`config.mk`:
```
export PLATFORM = sky130hd
export DESIGN_NAME = storm_pio_loader
export DESIGN_NICKNAME = d
export VERILOG_FILES = /design/src/rtl/storm_pio_loader.sv
export SDC_FILE = /design/constraint.sdc
export NUM_CORES = 1
export LEC_CHECK = 0
export ABC_AREA = 1
export BUFFER_PORTS_ARGS = -buffer_cell sky130_fd_sc_hd__buf_2
export CORE_AREA = 2 2 101 103
export CTS_BUF_LIST = sky130_fd_sc_hd__clkbuf_16
export DETAILED_ROUTE_END_ITERATION = 6
export DIE_AREA = 0 0 103 105
export HOLD_SLACK_MARGIN = 0.12
export PLACE_DENSITY = 0.82
export SLEW_MARGIN = 20
export SYNTH_ARGS = -nofsm -noshare
export SYNTH_HDL_FRONTEND = slang
export SYNTH_SLANG_ARGS = --single-unit
```
`constraint.sdc`:
```
create_clock -name iClk -period 1.7 [get_ports iClk]
set_input_delay 0.34 -clock iClk [delete_from_list [all_inputs] [get_ports iClk]]
set_output_delay 0.34 -clock iClk [all_outputs]
set_load 0.01 [all_outputs]
```
`src/rtl/storm_pio_loader.sv`:
```
`default_nettype none
// ============================================================================
// Module      : storm_pio_loader
// Description : Host PIO link receiver. It takes framed bytes from the host
//               over a toggle-strobe handshake and writes 16-bit words into
//               the STORM IRAM/DRAM write ports. It holds the STORM core in
//               reset until the host issues RUN.
//               Optional build macro: PIO_CHECKSUM_EN adds a trailing CSUM
//               byte to every frame (8-bit sum of all frame bytes) and refuses
//               RUN while the sticky error is set.
// Revision    : 1.0 - initial release
// ============================================================================
module storm_pio_loader #(
   parameter int ADDRI_W     = 9,
   parameter int ADDRD_W     = 10,
   parameter int SYNC_STAGES = 2
) (
   input  logic               iClk,
   input  logic               iRst,
   input  logic [1:0]         iCtrl,
   input  logic [7:0]         iPData,
   output logic               oAck,
   output logic [ADDRI_W-1:0] oIAddr,
   output logic [15:0]        oIData,
   output logic               oIWe,
   output logic [ADDRD_W-1:0] oDAddr,
   output logic [15:0]        oDData,
   output logic               oDWe,
   output logic               oCoreRst,
   output logic               oErr
);

   // One internal address register wide enough for either memory.
   localparam int AW = (ADDRI_W > ADDRD_W) ? ADDRI_W : ADDRD_W;

   typedef enum logic [3:0] {
      S_IDLE, S_CMD, S_ADH, S_ADL, S_CNH, S_CNL, S_DHI, S_DLO, S_CSUM
   } state_t;

   logic [SYNC_STAGES-1:0][1:0] sync_q;
   logic                        ack_q, bval_q;
   logic [7:0]                  byte_q;
   logic                        strobe_s, session_s;

   state_t           state_q, state_d;
   logic             tgt_q, tgt_d;           // 0 = IRAM, 1 = DRAM
   logic [7:0]       ah_q, ah_d, cnh_q, cnh_d, dh_q, dh_d;
   logic [AW-1:0]    addr_q, addr_d;
   logic [15:0]      cnt_q, cnt_d;
   logic [ADDRI_W-1:0] iaddr_q, iaddr_d;
   logic [ADDRD_W-1:0] daddr_q, daddr_d;
   logic [15:0]      idata_q, idata_d, ddata_q, ddata_d;
   logic             iwe_q, iwe_d, dwe_q, dwe_d;
   logic             core_q, core_d, err_q, err_d;
`ifdef PIO_CHECKSUM_EN
   logic [7:0]       sum_q, sum_d;
   logic             run_q, run_d;
   localparam state_t S_END = S_CSUM;
`else
   localparam state_t S_END = S_IDLE;
`endif

   assign strobe_s  = sync_q[SYNC_STAGES-1][0];
   assign session_s = sync_q[SYNC_STAGES-1][1];

   // Synchronise the async host control lines.
   always_ff @(posedge iClk or negedge iRst) begin
      if (!iRst) sync_q <= '0;
      else       sync_q <= {sync_q[SYNC_STAGES-2:0], iCtrl};
   end

   // Byte handshake: capture data and echo the strobe in the same edge, so a
   // byte is seen exactly once; the FSM consumes it on the following cycle.
   always_ff @(posedge iClk or negedge iRst) begin
      if (!iRst) begin
         ack_q  <= 1'b0;
         bval_q <= 1'b0;
         byte_q <= 8'h00;
      end else if (strobe_s != ack_q) begin
         ack_q  <= strobe_s;
         bval_q <= 1'b1;
         byte_q <= iPData;
      end else begin
         bval_q <= 1'b0;
      end
   end

   // Frame parser: next state, write strobes and control flags.
   always_comb begin
      state_d = state_q;
      tgt_d   = tgt_q;
      ah_d    = ah_q;
      cnh_d   = cnh_q;
      dh_d    = dh_q;
      addr_d  = addr_q;
      cnt_d   = cnt_q;
      iaddr_d = iaddr_q;
      daddr_d = daddr_q;
      idata_d = idata_q;
      ddata_d = ddata_q;
      iwe_d   = 1'b0;
      dwe_d   = 1'b0;
      core_d  = core_q;
      err_d   = err_q;
`ifdef PIO_CHECKSUM_EN
      sum_d   = sum_q;
      run_d   = run_q;
      if (bval_q) sum_d = sum_q + byte_q;
`endif
      if (state_q != S_IDLE && !session_s) begin
         // Session dropped: abandon the frame, any half-word is discarded.
         state_d = S_IDLE;
      end else begin
         case (state_q)
            S_IDLE: if (session_s) state_d = S_CMD;
            S_CMD: if (bval_q) begin
`ifdef PIO_CHECKSUM_EN
               sum_d = byte_q;
               run_d = 1'b0;
`endif
               case (byte_q)
                  8'h01, 8'h02: begin
                     tgt_d   = (byte_q == 8'h02);
                     core_d  = 1'b1;
                     state_d = S_ADH;
                  end
                  8'h03: begin
`ifdef PIO_CHECKSUM_EN
                     run_d   = 1'b1;
                     state_d = S_CSUM;
`else
                     core_d  = 1'b0;
                     state_d = S_IDLE;
`endif
                  end
                  default: begin
                     err_d   = 1'b1;
                     state_d = S_IDLE;
                  end
               endcase
            end
            S_ADH: if (bval_q) begin ah_d  = byte_q; state_d = S_ADL; end
            S_ADL: if (bval_q) begin addr_d = AW'({ah_q, byte_q}); state_d = S_CNH; end
            S_CNH: if (bval_q) begin cnh_d = byte_q; state_d = S_CNL; end
            S_CNL: if (bval_q) begin
               cnt_d   = {cnh_q, byte_q};
               state_d = ({cnh_q, byte_q} == 16'h0000) ? S_END : S_DHI;
            end
            S_DHI: if (bval_q) begin dh_d = byte_q; state_d = S_DLO; end
            S_DLO: if (bval_q) begin
               if (tgt_q) begin
                  dwe_d   = 1'b1;
                  daddr_d = ADDRD_W'(addr_q);
                  ddata_d = {dh_q, byte_q};
               end else begin
                  iwe_d   = 1'b1;
                  iaddr_d = ADDRI_W'(addr_q);
                  idata_d = {dh_q, byte_q};
               end
               addr_d  = addr_q + 1'b1;
               cnt_d   = cnt_q - 16'd1;
               state_d = (cnt_q == 16'd1) ? S_END : S_DHI;
            end
`ifdef PIO_CHECKSUM_EN
            S_CSUM: if (bval_q) begin
               if (byte_q != sum_q)  err_d  = 1'b1;
               else if (run_q && !err_q) core_d = 1'b0;
               state_d = S_IDLE;
            end
`endif
            default: state_d = S_IDLE;
         endcase
      end
   end

   // Parser state and output registers.
   always_ff @(posedge iClk or negedge iRst) begin
      if (!iRst) begin
         state_q <= S_IDLE;
         tgt_q   <= 1'b0;
         ah_q    <= 8'h00;
         cnh_q   <= 8'h00;
         dh_q    <= 8'h00;
         addr_q  <= '0;
         cnt_q   <= 16'h0000;
         iaddr_q <= '0;
         daddr_q <= '0;
         idata_q <= 16'h0000;
         ddata_q <= 16'h0000;
         iwe_q   <= 1'b0;
         dwe_q   <= 1'b0;
         core_q  <= 1'b1;
         err_q   <= 1'b0;
`ifdef PIO_CHECKSUM_EN
         sum_q   <= 8'h00;
         run_q   <= 1'b0;
`endif
      end else begin
         state_q <= state_d;
         tgt_q   <= tgt_d;
         ah_q    <= ah_d;
         cnh_q   <= cnh_d;
         dh_q    <= dh_d;
         addr_q  <= addr_d;
         cnt_q   <= cnt_d;
         iaddr_q <= iaddr_d;
         daddr_q <= daddr_d;
         idata_q <= idata_d;
         ddata_q <= ddata_d;
         iwe_q   <= iwe_d;
         dwe_q   <= dwe_d;
         core_q  <= core_d;
         err_q   <= err_d;
`ifdef PIO_CHECKSUM_EN
         sum_q   <= sum_d;
         run_q   <= run_d;
`endif
      end
   end

   assign oAck     = ack_q;
   assign oIAddr   = iaddr_q;
   assign oIData   = idata_q;
   assign oIWe     = iwe_q;
   assign oDAddr   = daddr_q;
   assign oDData   = ddata_q;
   assign oDWe     = dwe_q;
   assign oCoreRst = core_q;
   assign oErr     = err_q;

endmodule
`default_nettype wire

```
==> impl_metrics.prom <==
# TYPE chip_impl_metric gauge
chip_impl_metric{name="slew_violations",unit=""} 0
chip_impl_info{name="timing.critical_path.to_type",value="flip-flop"} 1
chip_impl_metric{name="fmax",unit="GHz"} 0.626
chip_impl_info{name="hp-class",value="primary input to flip-flop"} 1
chip_impl_metric{name="clock_tree.buffer_depth",unit=""} 2
chip_impl_metric{name="design.final.nets",unit=""} 710
chip_impl_info{name="critical_path.reg2reg.endpoint",value="cnh_q[0]"} 1
chip_impl_metric{name="insertion_delay",unit="ns"} 0.41
chip_impl_metric{name="globalRouteMet2Util",unit=""} 0.406
chip_impl_metric{name="drcViolationCount",unit=""} 0
chip_impl_metric{name="totalWireLength",unit="um"} 12700
chip_impl_info{name="hold_start",value="iPData[5]"} 1
chip_impl_metric{name="route.antenna.remaining_nets",unit=""} 0
chip_impl_metric{name="timing.hold.ws",unit="ns"} 0.138
chip_impl_metric{name="synth_area",unit="sq mm"} 0.00551
chip_impl_metric{name="final.setup.tns",unit="ns"} 0
chip_impl_metric{name="design.portCount",unit=""} 68
chip_impl_metric{name="insertedDiodeCount",unit=""} 0
chip_impl_metric{name="vdd_ir_drop_max",unit="uV"} 851
chip_impl_metric{name="global_route.usage.met1",unit=""} 0.332
chip_impl_metric{name="flow.area_growth_from_synthesis",unit="%"} 21.1
chip_impl_metric{name="tcrit_tclk_final",unit=""} 0.940
chip_impl_metric{name="placement_rows",unit=""} 36
chip_impl_metric{name="period_needed",unit="ns"} 1.60
chip_impl_metric{name="placed_area",unit="sq mm"} 0.00603
chip_impl_metric{name="design.die.area",unit="sq mm"} 0.0108
chip_impl_metric{name="cp_data_arrival_time",unit="ns"} 1.89
chip_impl_info{name="setup.worst_path.class",value="flip-flop to flip-flop"} 1
chip_impl_metric{name="clock_sink_count",unit=""} 117
chip_impl_metric{name="grt_use_met3",unit=""} 0.0736
chip_impl_metric{name="synth.ff_latch_count",unit=""} 117
chip_impl_metric{name="grt_first_pass_wirelength",unit="um"} 21300
chip_impl_info{name="worstHoldEndpoint",value="byte_q[5]"} 1
chip_impl_metric{name="worst_r2r_path_depth",unit=""} 8
chip_impl_metric{name="dieHeight",unit="um"} 105
chip_impl_metric{name="initial_core_utilization",unit=""} 0.572
chip_impl_metric{name="post_layout_nonfiller_instances",unit=""} 840
chip_impl_metric{name="synthArstFlopShare",unit=""} 1.00
chip_impl_metric{name="routed-via-count",unit=""} 4494
chip_impl_info{name="tritoncts",value="done"} 1
chip_impl_metric{name="die-width",unit="um"} 103
chip_impl_metric{name="reg2reg_slack",unit="ns"} 0.10
chip_impl_metric{name="max_cap_violations",unit=""} 0
chip_impl_metric{name="drt_pass_1_iters",unit=""} 5
chip_impl_metric{name="tightestPinTransition",unit="ns"} 0.506
chip_impl_metric{name="setup_viol_count_final",unit=""} 0
chip_impl_info{name="r2r_start",value="state_q[2]"} 1
chip_impl_metric{name="drt-wirelength-per-cell",unit="um"} 15.2
chip_impl_metric{name="total_routing_usage_reported_by_global_routing",unit=""} 0.254
chip_impl_metric{name="synth_cell_types",unit=""} 38
chip_impl_metric{name="antenna_found_initial",unit=""} 0
chip_impl_metric{name="whs_path_depth",unit=""} 3
chip_impl_metric{name="grt.overflow.total",unit=""} 0
chip_impl_info{name="status",value="finished, final reports clean"} 1
chip_impl_metric{name="numPortBuffers",unit=""} 67
chip_impl_metric{name="power.total",unit="uW"} 9240
chip_impl_metric{name="drt_first_iter_violations",unit=""} 286
chip_impl_info{name="globalRoute.busiestLayer",value="met2"} 1
chip_impl_metric{name="synth-seq-area-share",unit=""} 0.532
chip_impl_info{name="kind_of_start_point_of_the_critical_path",value="flip-flop"} 1
chip_impl_info{name="ys.flop_type",value="sky130_fd_sc_hd__dfrtp_1"} 1
chip_impl_metric{name="fin_skew",unit="ns"} 0.0135
chip_impl_metric{name="path_clk_slew",unit="ns"} 0.05
chip_impl_metric{name="number_of_failing_hold_endpoints_at_the_final_stage",unit=""} 0
chip_impl_info{name="mostFrequentLayoutCell",value="sky130_fd_sc_hd__nand2_1"} 1
chip_impl_metric{name="max_h_tree_level",unit=""} 4
chip_impl_metric{name="slew_headroom",unit=""} 0.662
chip_impl_metric{name="timing.critical_path.fanout_max",unit=""} 16
chip_impl_metric{name="post-place-cells",unit=""} 804
chip_impl_metric{name="hpwlAfterDp",unit="um"} 8820
chip_impl_metric{name="post-route-cell-area",unit="sq mm"} 0.00667
chip_impl_metric{name="vias_in_the_first_global_route",unit=""} 4496
chip_impl_metric{name="number_of_synthesized_flops_with_an_enable_pin",unit=""} 0
chip_impl_metric{name="maximum_number_of_pins_on_one_net_before_global_route_repair",unit=""} 54
chip_impl_metric{name="viasPerCell",unit=""} 5.35
chip_impl_metric{name="numCtsBuffers",unit=""} 17
chip_impl_metric{name="power-per-cell-area",unit="mW/mm^2"} 1390
chip_impl_info{name="final_cell_mix",value="sky130_fd_sc_hd__nand2_1 (170), sky130_fd_sc_hd__dfrtp_1 (114), sky130_fd_sc_hd__buf_2 (66)"} 1
chip_impl_metric{name="yosys_warnings",unit=""} 0
chip_impl_info{name="grt_setup_unrepaired",value="false"} 1
chip_impl_metric{name="synth_nets",unit=""} 622
chip_impl_metric{name="power_leakage",unit="uW"} 0.00340
chip_impl_info{name="cts-root-buf",value="sky130_fd_sc_hd__clkbuf_16"} 1
chip_impl_metric{name="place.gp.congestion",unit=""} 0.943
chip_impl_metric{name="drive_above_1_share",unit=""} 0.279
chip_impl_metric{name="timing.critical_path.required",unit="ns"} 1.99
chip_impl_metric{name="core_area",unit="sq mm"} 0.00964
chip_impl_metric{name="syn_area_per_cell",unit="sq um"} 9.08
chip_impl_metric{name="synth_cells",unit=""} 607
[worst max-delay path: stages (launching register included)]
cell                      delay (ns)
sky130_fd_sc_hd__dfrtp_1        0.46
sky130_fd_sc_hd__inv_2          0.17
sky130_fd_sc_hd__nand2_2        0.10
sky130_fd_sc_hd__nand2_4        0.11
sky130_fd_sc_hd__nand2_4        0.08
sky130_fd_sc_hd__inv_6          0.10
sky130_fd_sc_hd__nand3_4        0.22
sky130_fd_sc_hd__nand2_1        0.16
sky130_fd_sc_hd__o21ai_2        0.06
[synthesized netlist by cell type (2+ instances only)]
library cell | number | share of area
sky130_fd_sc_hd__ha_1 | 3 | 0.0068
sky130_fd_sc_hd__nor2_1 | 47 | 0.032
sky130_fd_sc_hd__xor2_1 | 3 | 0.0048
sky130_fd_sc_hd__nor3_4 | 2 | 0.0059
sky130_fd_sc_hd__nand4_1 | 7 | 0.0079
sky130_fd_sc_hd__inv_1 | 53 | 0.036
sky130_fd_sc_hd__dfrtp_1 | 116 | 0.53
sky130_fd_sc_hd__nand2_1 | 170 | 0.12
sky130_fd_sc_hd__inv_2 | 2 | 0.0014
sky130_fd_sc_hd__a32oi_1 | 2 | 0.0032
sky130_fd_sc_hd__buf_6 | 13 | 0.027
sky130_fd_sc_hd__o21ai_0 | 45 | 0.041
sky130_fd_sc_hd__clkbuf_1 | 3 | 0.0020
sky130_fd_sc_hd__nand2_4 | 6 | 0.012
sky130_fd_sc_hd__nand3b_1 | 2 | 0.0027
sky130_fd_sc_hd__buf_2 | 6 | 0.0055
sky130_fd_sc_hd__nand3_1 | 17 | 0.015
sky130_fd_sc_hd__o21ai_2 | 56 | 0.089
sky130_fd_sc_hd__o21a_1 | 2 | 0.0027
sky130_fd_sc_hd__o21ai_1 | 13 | 0.012
sky130_fd_sc_hd__a21oi_1 | 15 | 0.014
sky130_fd_sc_hd__nor3_1 | 8 | 0.0073
[per-stage QoR]
stage	util	setup WS (ns)
final	0.692	0.103
after global routing	0.692	0.00521
after CTS	0.688	0.0340
after detailed placement	0.626	-0.0110
after global placement	0.626	0.121
after floorplan	-	0.174
[logic make-up after synthesis]
group,after synthesis,synth area share
flops,117,0.532
simple gates,264,0.211
buf+inv,80,0.0749
xor+xnor,4,0.00636
fa+ha+maj,3,0.00681
compound gates,139,0.170
[layer usage]
layer / wire length [um] / part of all wire
met1: 5290 / 0.41
met2: 6500 / 0.51
met3: 779 / 0.061
met4: 181 / 0.014
met5: 0 / 0
[layout make-up]
class                           instances  area [sq um]
Clock inverter                         14           139
Multi-Input combinational cell        410          2180
Timing Repair Buffer                   91           601
Clock buffer                           17           425
Tap cell                              133           166
Inverter                               58           225
Fill cell                             725          2970
Sequential cell                       117          2930
[how the worst max path moves through the flow]
stage	startpoint	end	slack, ns	depth (start not counted)
2_1_floorplan	cnt_q[0]	cnt_q[14]	0.17	9
3_3_place_gp	state_q[0]	addr_q[6]	0.12	8
3_5_place_dp	cnt_q[2]	cnt_q[15]	-0.01	8
4_1_cts	state_q[0]	addr_q[8]	0.03	7
5_1_grt	state_q[0]	cnh_q[0]	0.005	8
6_report	state_q[2]	cnh_q[0]	0.10	8
[report_power, final]
part           internal, uW  total [uW]  switching, uW
logic                   801        2450           1650
registers              3100        3410            315
clock network          2130        3380           1250
[state kept, by name, summed over array words and instances, names as in the netlist, 2 cells and up]
signal / flops
addr_q: 10
ah_q: 2
oIData: 16
sync_q: 2
cnt_q: 16
oDAddr: 10
oDData: 16
cnh_q: 8
byte_q: 8
dh_q: 8
state_q: 3
oIAddr: 9
[repair_timing]
action,CTS,global route
pin swaps,0,2
buffers inserted,0,2
hold buffers,3,0
hold endpoints to repair,34,0
resized for setup,1,5
endpoints found under the setup margin,1,20
Note: power is estimated with default switching activity, not from simulation.
